$ cat src/rtl/div_seq_pkg.sv
// -----------------------------------------------------------------------------
// div_seq_pkg
// Shared definitions for the EX-stage integer divide sequencer:
//   - divide FSM state encodings (2 bits)
//   - width of the {remainder, quotient} result bus
//   - bit positions of the divide controls inside the ID_TO_EX control bus
// -----------------------------------------------------------------------------
package div_seq_pkg;

    localparam int DIV_DW           = 32;
    localparam int DIV_RESULT_BUS_W = 2 * DIV_DW;

    // Divide control bits carried in the ID_TO_EX pipeline bus.
    localparam int ID_TO_EX_DIV_START_BIT  = 0;
    localparam int ID_TO_EX_DIV_SIGNED_BIT = 1;
    localparam int ID_TO_EX_DIV_ANNUL_BIT  = 2;

    typedef enum logic [1:0] {
        DIV_FREE   = 2'b00,
        DIV_BYZERO = 2'b01,
        DIV_ON     = 2'b10,
        DIV_END    = 2'b11
    } div_state_t;

endpackage

$ cat src/rtl/div_seq_iter_step.sv
// -----------------------------------------------------------------------------
// div_iter_step
// One radix-2 restoring-divide iteration, purely combinational.
// The working value is {partial remainder (DW+1 bits), dividend/quotient (DW)}.
// It is shifted left by one, then the divisor is trial-subtracted from the
// upper DW+1 bits. A non-negative difference is kept and a 1 is shifted into
// the quotient; otherwise the shifted value is kept and a 0 enters.
//
// Ports:
//   divisor   in  DW        divisor magnitude
//   work_in   in  2*DW+1    working value before the iteration
//   work_out  out 2*DW+1    working value after the iteration
// -----------------------------------------------------------------------------
module div_iter_step #(
    parameter int DW = 32
) (
    input  logic [DW-1:0]   divisor,
    input  logic [2*DW:0]   work_in,
    output logic [2*DW:0]   work_out
);

    logic [2*DW:0] shifted;
    logic [DW+1:0] diff;
    logic          unused_work_msb;

    // The partial remainder is always below the divisor, so the top bit of
    // the working value is zero going into an iteration and can be dropped.
    assign unused_work_msb = work_in[2*DW];
    assign shifted         = {work_in[2*DW-1:0], 1'b0};

    // One extra bit so the borrow shows up as diff[DW+1].
    assign diff = {1'b0, shifted[2*DW:DW]} - {2'b00, divisor};

    always_comb begin
        work_out = shifted;
        if (!diff[DW+1]) begin
            work_out = {diff[DW:0], shifted[DW-1:1], 1'b1};
        end
    end

endmodule

$ cat src/rtl/div_seq.sv
// -----------------------------------------------------------------------------
// div_seq
// Multi-cycle sequencer for the EX-stage DIV/DIVU resource. Runs a DW-step
// restoring divide on operand magnitudes, one step per clock, then applies
// the sign fix-up and presents {remainder, quotient} for the HI/LO write.
//
// Handshake: start_i is a level request held by EX until it sees ready_o.
// ready_o is high for as long as start_i stays high after completion (a
// stalled pipeline keeps the result stable); start_i low in the ready cycle
// returns the unit to FREE. stallreq_o = start_i & ~ready_o holds the
// pipeline while a request is outstanding. annul_i aborts any divide and
// blocks acceptance in FREE.
//
// Ports:
//   clk         in   1      clock, rising edge
//   resetn      in   1      asynchronous active-low reset
//   start_i     in   1      divide request (held until ready_o)
//   signed_i    in   1      1 = DIV (two's complement), 0 = DIVU
//   annul_i     in   1      flush, aborts a divide in progress
//   opdata1_i   in   DW     dividend
//   opdata2_i   in   DW     divisor
//   result_o    out  2*DW   {remainder, quotient}, valid while ready_o=1
//   ready_o     out  1      result valid
//   stallreq_o  out  1      stall request to the pipeline controller
//   state_o     out  2      current FSM state (debug visibility)
// -----------------------------------------------------------------------------
module div_seq
    import div_seq_pkg::*;
#(
    parameter int DW = 32,
    parameter int CW = 6
) (
    input  logic              clk,
    input  logic              resetn,
    input  logic              start_i,
    input  logic              signed_i,
    input  logic              annul_i,
    input  logic [DW-1:0]     opdata1_i,
    input  logic [DW-1:0]     opdata2_i,
    output logic [2*DW-1:0]   result_o,
    output logic              ready_o,
    output logic              stallreq_o,
    output div_state_t        state_o
);

    div_state_t    state;
    logic [CW-1:0] cnt;
    logic [2*DW:0] work;
    logic [2*DW:0] work_next;
    logic [DW-1:0] divisor_mag;
    logic          neg_quot;
    logic          neg_rem;

    logic [DW-1:0] dividend_mag_in;
    logic [DW-1:0] divisor_mag_in;
    logic [DW-1:0] quot_fix;
    logic [DW-1:0] rem_fix;
    logic          unused_rem_msb;

    // Magnitudes at accept. -x of the most negative value is itself, which
    // read as unsigned is the correct magnitude 2^(DW-1).
    assign dividend_mag_in = (signed_i && opdata1_i[DW-1]) ? -opdata1_i : opdata1_i;
    assign divisor_mag_in  = (signed_i && opdata2_i[DW-1]) ? -opdata2_i : opdata2_i;

    div_iter_step #(
        .DW (DW)
    ) u_iter_step (
        .divisor  (divisor_mag),
        .work_in  (work),
        .work_out (work_next)
    );

    // After DW steps: quotient in the low DW bits, remainder above it. The
    // remainder is below the divisor, so its extra top bit is always zero.
    assign unused_rem_msb = work[2*DW];
    assign quot_fix = neg_quot ? -work[DW-1:0]    : work[DW-1:0];
    assign rem_fix  = neg_rem  ? -work[2*DW-1:DW] : work[2*DW-1:DW];

    assign stallreq_o = start_i & ~ready_o;
    assign state_o    = state;

    always_ff @(posedge clk or negedge resetn) begin
        if (!resetn) begin
            state       <= DIV_FREE;
            cnt         <= '0;
            work        <= '0;
            divisor_mag <= '0;
            neg_quot    <= 1'b0;
            neg_rem     <= 1'b0;
            result_o    <= '0;
            ready_o     <= 1'b0;
        end else begin
            case (state)
                DIV_FREE: begin
                    ready_o  <= 1'b0;
                    result_o <= '0;
                    if (start_i && !annul_i) begin
                        if (opdata2_i == '0) begin
                            state <= DIV_BYZERO;
                        end else begin
                            // Sign decisions are fixed at accept so the
                            // operands may change while the divide runs.
                            neg_quot    <= signed_i & (opdata1_i[DW-1] ^ opdata2_i[DW-1]);
                            neg_rem     <= signed_i & opdata1_i[DW-1];
                            divisor_mag <= divisor_mag_in;
                            work        <= {{(DW+1){1'b0}}, dividend_mag_in};
                            cnt         <= '0;
                            state       <= DIV_ON;
                        end
                    end
                end

                DIV_BYZERO: begin
                    if (annul_i) begin
                        state <= DIV_FREE;
                    end else begin
                        result_o <= '0;
                        ready_o  <= 1'b1;
                        state    <= DIV_END;
                    end
                end

                DIV_ON: begin
                    if (annul_i) begin
                        cnt   <= '0;
                        state <= DIV_FREE;
                    end else if (cnt != CW'(DW)) begin
                        work <= work_next;
                        cnt  <= cnt + CW'(1);
                    end else begin
                        result_o <= {rem_fix, quot_fix};
                        ready_o  <= 1'b1;
                        state    <= DIV_END;
                    end
                end

                DIV_END: begin
                    // Stay while EX still holds start_i (downstream stall);
                    // the held request never re-launches a divide.
                    if (annul_i || !start_i) begin
                        ready_o  <= 1'b0;
                        result_o <= '0;
                        state    <= DIV_FREE;
                    end
                end

                default: begin
                    state <= DIV_FREE;
                end
            endcase
        end
    end

endmodule

$ cat config.mk
export PLATFORM = sky130hd
export DESIGN_NAME = div_seq
export DESIGN_NICKNAME = d
export VERILOG_FILES = /design/src/rtl/div_seq_pkg.sv /design/src/rtl/div_seq_iter_step.sv /design/src/rtl/div_seq.sv
export SDC_FILE = /design/constraint.sdc
export NUM_CORES = 1
export LEC_CHECK = 0
export ABC_AREA = 1
export BUFFER_PORTS_ARGS = -buffer_cell sky130_fd_sc_hd__buf_4
export CAP_MARGIN = 20
export CORE_MARGIN = 2
export CORE_UTILIZATION = 61
export DETAILED_ROUTE_END_ITERATION = 12
export PLACE_DENSITY = 0.89
export SETUP_SLACK_MARGIN = 0.1
export SYNTH_ARGS = -nofsm -noshare
export SYNTH_HDL_FRONTEND = slang
export SYNTH_HIERARCHICAL = 1
export SYNTH_SLANG_ARGS = --single-unit
$ cat constraint.sdc
create_clock -name clk -period 3.2 [get_ports clk]
set_clock_uncertainty 0.15 [all_clocks]
set_input_delay 0.64 -clock clk [delete_from_list [all_inputs] [get_ports clk]]
set_output_delay 0.64 -clock clk [all_outputs]
set_load 0.1 [all_outputs]
---- Word level (Yosys, flattened, before mapping) ----
Index checks and enable logic that the tools add are counted.
storage, ports and cells
  memories kept ........................... 0
  flip-flop bits (word level) ............. 171
  ROM bits ................................ 0
  bits in latches ......................... 0
  RAM bits ................................ 0
  input port bits ......................... 69
cells by class
  shift operators ......................... 0
  reduce and logical (&&, ||, !) cells .... 14
  add/sub/neg operators ................... 6
  multipliers ............................. 0
  equality and inequality tests ........... 13
  divide/modulo/power cells ............... 0
  mux-type cells .......................... 32
  bitwise logic cells ..................... 6
  $lt $le $gt $ge ......................... 0
operators by type and width
  kind                                                                    number
  64-bit 2-to-1 mux                                                       9
  64-bit case mux with 4 select lines                                     1
  32-bit 2-to-1 mux                                                       4
  32-bit negation                                                         4
  64-bit case mux with 2 select lines                                     1
  33-bit by 32-bit subtractor with 34-bit output                          1
  32-bit zero test                                                        1
  6-bit 2-to-1 mux                                                        4
  2-bit != test (second input constant)                                   7
  2-bit 2-to-1 mux                                                        6
  6-bit case mux with 2 select lines                                      1
  2-bit case mux with 4 select lines                                      1
  4-bit AND reduction                                                     2
  6-bit by 1-bit adder with 6-bit output (second input constant)          1
  3-bit != test (second input constant)                                   2
  6-bit != test (second input constant)                                   1
  3-bit AND reduction                                                     2
  5-bit AND reduction                                                     1
  2-bit equality test (second input constant)                             2
  1-bit 2-to-1 mux                                                        4
  1-bit case mux with 4 select lines                                      1
  1-bit bitwise AND                                                       3
  1-bit logical AND                                                       3
  2-bit by 1-bit equality test with 1-bit output (second input constant)  1
  other kinds (6)                                                         8

---- Longest topological paths before layout ----
  depth in word-level cells ............... 5
  depth in mapped cells ................... 17
  mapped depth without buffers ............ 17

---- Cells and area by module ----
The synthesis kept the hierarchy.
by module, submodules not included
  module         times used  area an instance (um^2)  cells an instance
  div_seq        1           10,731.5                 1,600
  div_iter_step  1           3,473.3                  697

---- Worst setup path before layout ----
No wires, ideal clock.
  path kind ............................... register -> output
  start ................................... register ready_o
  end ..................................... output port stallreq_o
  path slack .............................. 0.255 ns
  cell stages (with the launch flop) ...... 2
  path buffers ............................ 0
  arrival ................................. 2.155 ns
  cell sequence ........................... dfrtp_1 -> nor2_1
on the way
  cells in the longest elaborated chain, start to end .. 2
RTL lines
  element                 RTL line        RTL
  from (decl)             div_seq.sv:41   output logic ready_o,
  from (signal assigned)  div_seq.sv:91   ready_o <= 1'b0;
  from (signal assigned)  div_seq.sv:95   ready_o <= 1'b0;
  from (signal assigned)  div_seq.sv:118  ready_o <= 1'b1;
  1-bit NOT               div_seq.sv:79   assign stallreq_o = start_i & ~ready_o;
  1-bit bitwise AND       div_seq.sv:79
  to (decl)               div_seq.sv:42   output logic stallreq_o,
Every way passes these cells.

---- Worst setup path after layout ----
  start ................................... register work[42]
  end ..................................... register work[50]
on the way
  cells in the longest elaborated chain, start to end .. 5
RTL lines
  element                                         RTL line                 RTL
  from (decl)                                     div_seq.sv:48            logic [2*DW:0] work;
  from (signal assigned)                          div_seq.sv:106           work <= {{(DW+1){1'b0}}, dividend_mag_in};
  from (signal assigned)                          div_seq.sv:128           work <= work_next;
  33-bit by 32-bit subtractor with 34-bit output  div_seq_iter_step.sv:32  assign diff = {1'b0, shifted[2*DW:DW]} - {2'b00, divisor};
  64-bit 2-to-1 mux                               div_seq_iter_step.sv:36  if (!diff[DW+1]) begin
  net work_next[50]                               div_seq.sv:49            logic [2*DW:0] work_next;
  64-bit 2-to-1 mux                               div_seq.sv:127           end else if (cnt != CW'(DW)) begin
  64-bit 2-to-1 mux                               div_seq.sv:124           if (annul_i) begin
  64-bit case mux with 2 select lines             div_seq.sv:93            case (state)
The timed path passes the listed nets, and every way through them passes these cells. The select of a mux whose other input is x is not followed.
A chain may end at the register's enable or synchronous reset.

==> flow_summary_export.csv <==
group,metric,value,unit
status,outcome,"finished clean",
route,drt_pass1_iterations,6,
cts,post_cts_buffers,0,
cts,clock_sinks,171,
timing,final_max_slew_viol_count,0,
timing,period_share,87.1,%
min_path,hp-class,"in2async",
setup_path,critPathMaxFanout,34,
route,via_per_inst,5.64,
global_route,grt_pass1_wl,68800,um
logic_synthesis,synth_cells,2277,
logic_synthesis,yosys_warnings,6,
floorplan,die_x,156,um
pwr,pwr_density_cell,1100,nW/um^2
setup_path,path_class,"reg2reg",
cts,ctsResizeCount,0,
global_route,grt-ovfl-total,0,
pwr,pwr-share-seq,21.8,%
cts,insertion_delay,0.43,ns
floorplan,die_area,24300,um^2
cts,cts-root-buf,"clkbuf_16",
pwr,p_int,7100,uW
global_route,grt_use_met1,51.7,%
pwr,power_frac_clock,11.6,%
cts,cts_tree,"yes",
route,wl,42800,um
timing,finalHoldViolations,0,
cts,ctsHoldBuffers,0,
placement,hpwl,33400,um
pwr,p_sw_share,59.0,%
layout,diodes,0,
pwr,p_sw,10200,uW
timing,tns,0,ns
global_route,grt_use_met2,51.6,%
timing,slew_headroom,45.8,%
logic_synthesis,syn_avg_cell_area,6.19,um^2
timing,fmaxAchievable,359,MHz
setup_path,start_kind,"flop",
setup_path,end_kind,"flop",
global_route,grt-busiest-layer,"met1",
cts,clkSlewWorstSetupHoldPaths,0.07,ns
global_route,grt_max_degree,67,
pwr,p_leak,0.00846,uW
global_route,antenna_found_initial,0,
setup_path,rr_worst_depth,13,
placement,gp_congestion,0.983,
global_route,grt_usage,35.4,%
setup_path,cp.arrival,2.97,ns
floorplan,placementRows,55,
floorplan,die_h,156,um
timing,rsz0062_at_grt,"no",
timing,holdWs,0.00899,ns
layout,area_delta_synth_final,11.5,%
pwr,pwr-share-comb,66.6,%
cts,clockBufferDepth,2,
route,vias,15000,
layout,fin_nets,2480,
floorplan,initial_core_util,62.3,%
cts,htree_levels,4,
placement,port_buffers,136,
floorplan,core_area,22600,um^2
global_route,grt_pass1_vias,13600,
cts,numCtsBuffers,17,
pwr,finalPower,17300,uW
route,antenna_left,0,
timing,worst_slew_pin_slew,0.813,ns
pwr,peakVddDrop,0.787,mV
logic_synthesis,synth_area,14100,um^2
layout,drive_above_1_share,11.0,%
floorplan,ios,137,
timing,period_needed,2.79,ns
logic_synthesis,syn_nets,2390,
setup_path,cp.required,3.39,ns
route,drtIter0Drc,1477,
route,wl_per_cell,16.1,um
flow_run,max-cap-violations,0,
timing,finalSetupViolCount,0,
route,drc_errors,0,
layout,n_fill_cell,2043,
global_route,grt_use_met3,8.17,%
-- critical path: stages (launching register included) --
cell	delay (ns)
dfrtp_1	0.49
ha_1	0.40
nand2_1	0.10
nor2_1	0.27
nand2_1	0.13
inv_1	0.08
nand2_2	0.06
nand2_2	0.09
nand2_4	0.08
nand2_8	0.25
nand3_1	0.22
nand2_1	0.11
nand2_1	0.05
o21ai_0	0.20
-- metrics by stage --
stage | util, % | std cells | area, um^2 | setup WS (ns)
CTS | 69.4 | 2664 | 15700 | 0.488
floorplan | - | 2277 | 14100 | 0.255
global route | 69.4 | 2664 | 15700 | 0.191
finish | 69.4 | 2664 | 15700 | 0.414
global placement | 67.0 | 2633 | 15200 | 0.422
detailed placement | 67.0 | 2633 | 15200 | 0.311
-- power by group through the flow --
stage               Sequential (uW)  Combinational (uW)  Clock [uW]
global route                   3840               12600        2090
detailed placement             3760               11200           0
finish                         3780               11500        2000
global placement               3710               11100           0
CTS                            3730               11300        2020
floorplan                      5400                7000           0
-- state kept, by name (all words and copies together) (netlist names) --
signal	cells
neg_rem	1
ready_o	1
neg_quot	1
result_o	64
divisor_mag	32
cnt	6
state_o	2
work	64
-- area by class of cell --
class / instances / area [um^2] / share of cell area [%]
timing repair buffer: 169 / 1300 / 8.25
clock inverter: 14 / 130 / 0.828
multi-input combinational: 1726 / 8170 / 52.0
inverter: 282 / 1060 / 6.73
sequential: 171 / 4280 / 27.2
tap: 285 / 357 / 2.27
clock buffer: 17 / 425 / 2.71
-- cells in the final DEF, fill, tap and decap left out, types with 3 or more instances in the layout --
cell type,n
nor2_1,212
nor2_2,10
inv_1,275
ha_1,42
or2_2,7
o31ai_1,4
nand3b_1,11
xnor2_1,6
o211ai_1,3
nand4_1,33
nand2_1,865
inv_6,5
nand2_2,8
xor2_1,48
inv_2,7
o21bai_1,5
o21ai_0,125
and2_1,10
dfrtp_1,171
clkbuf_16,17
a21oi_1,42
inv_8,3
nand3_1,189
clkinvlp_4,3
nand3_2,17
nor3_1,12
o21ai_1,54
buf_4,166
nor2_4,5
-- worst paths after layout --
kind | start | to | slack (ns)
worst min-delay path | resetn | state_o[1] | 0.009
max in group asynchronous | resetn | divisor_mag[21] | 2.07
worst min register to register | result_o[9] | result_o[9] | 0.33
min in group clk | result_o[9] | result_o[9] | 0.33
worst max-delay path | work[42] | work[50] | 0.41
worst max register to register | work[42] | work[50] | 0.41
-- per-layer routing --
| metal | part of all wire (%) | vias up |
|---|---|---|
| met5 | 0 | - |
| li1 | - | 7316 |
| met4 | 3.0 | 0 |
| met2 | 42 | 749 |
| met3 | 11 | 97 |
| met1 | 45 | 6866 |
Note: power is estimated with default switching activity, not from simulation.
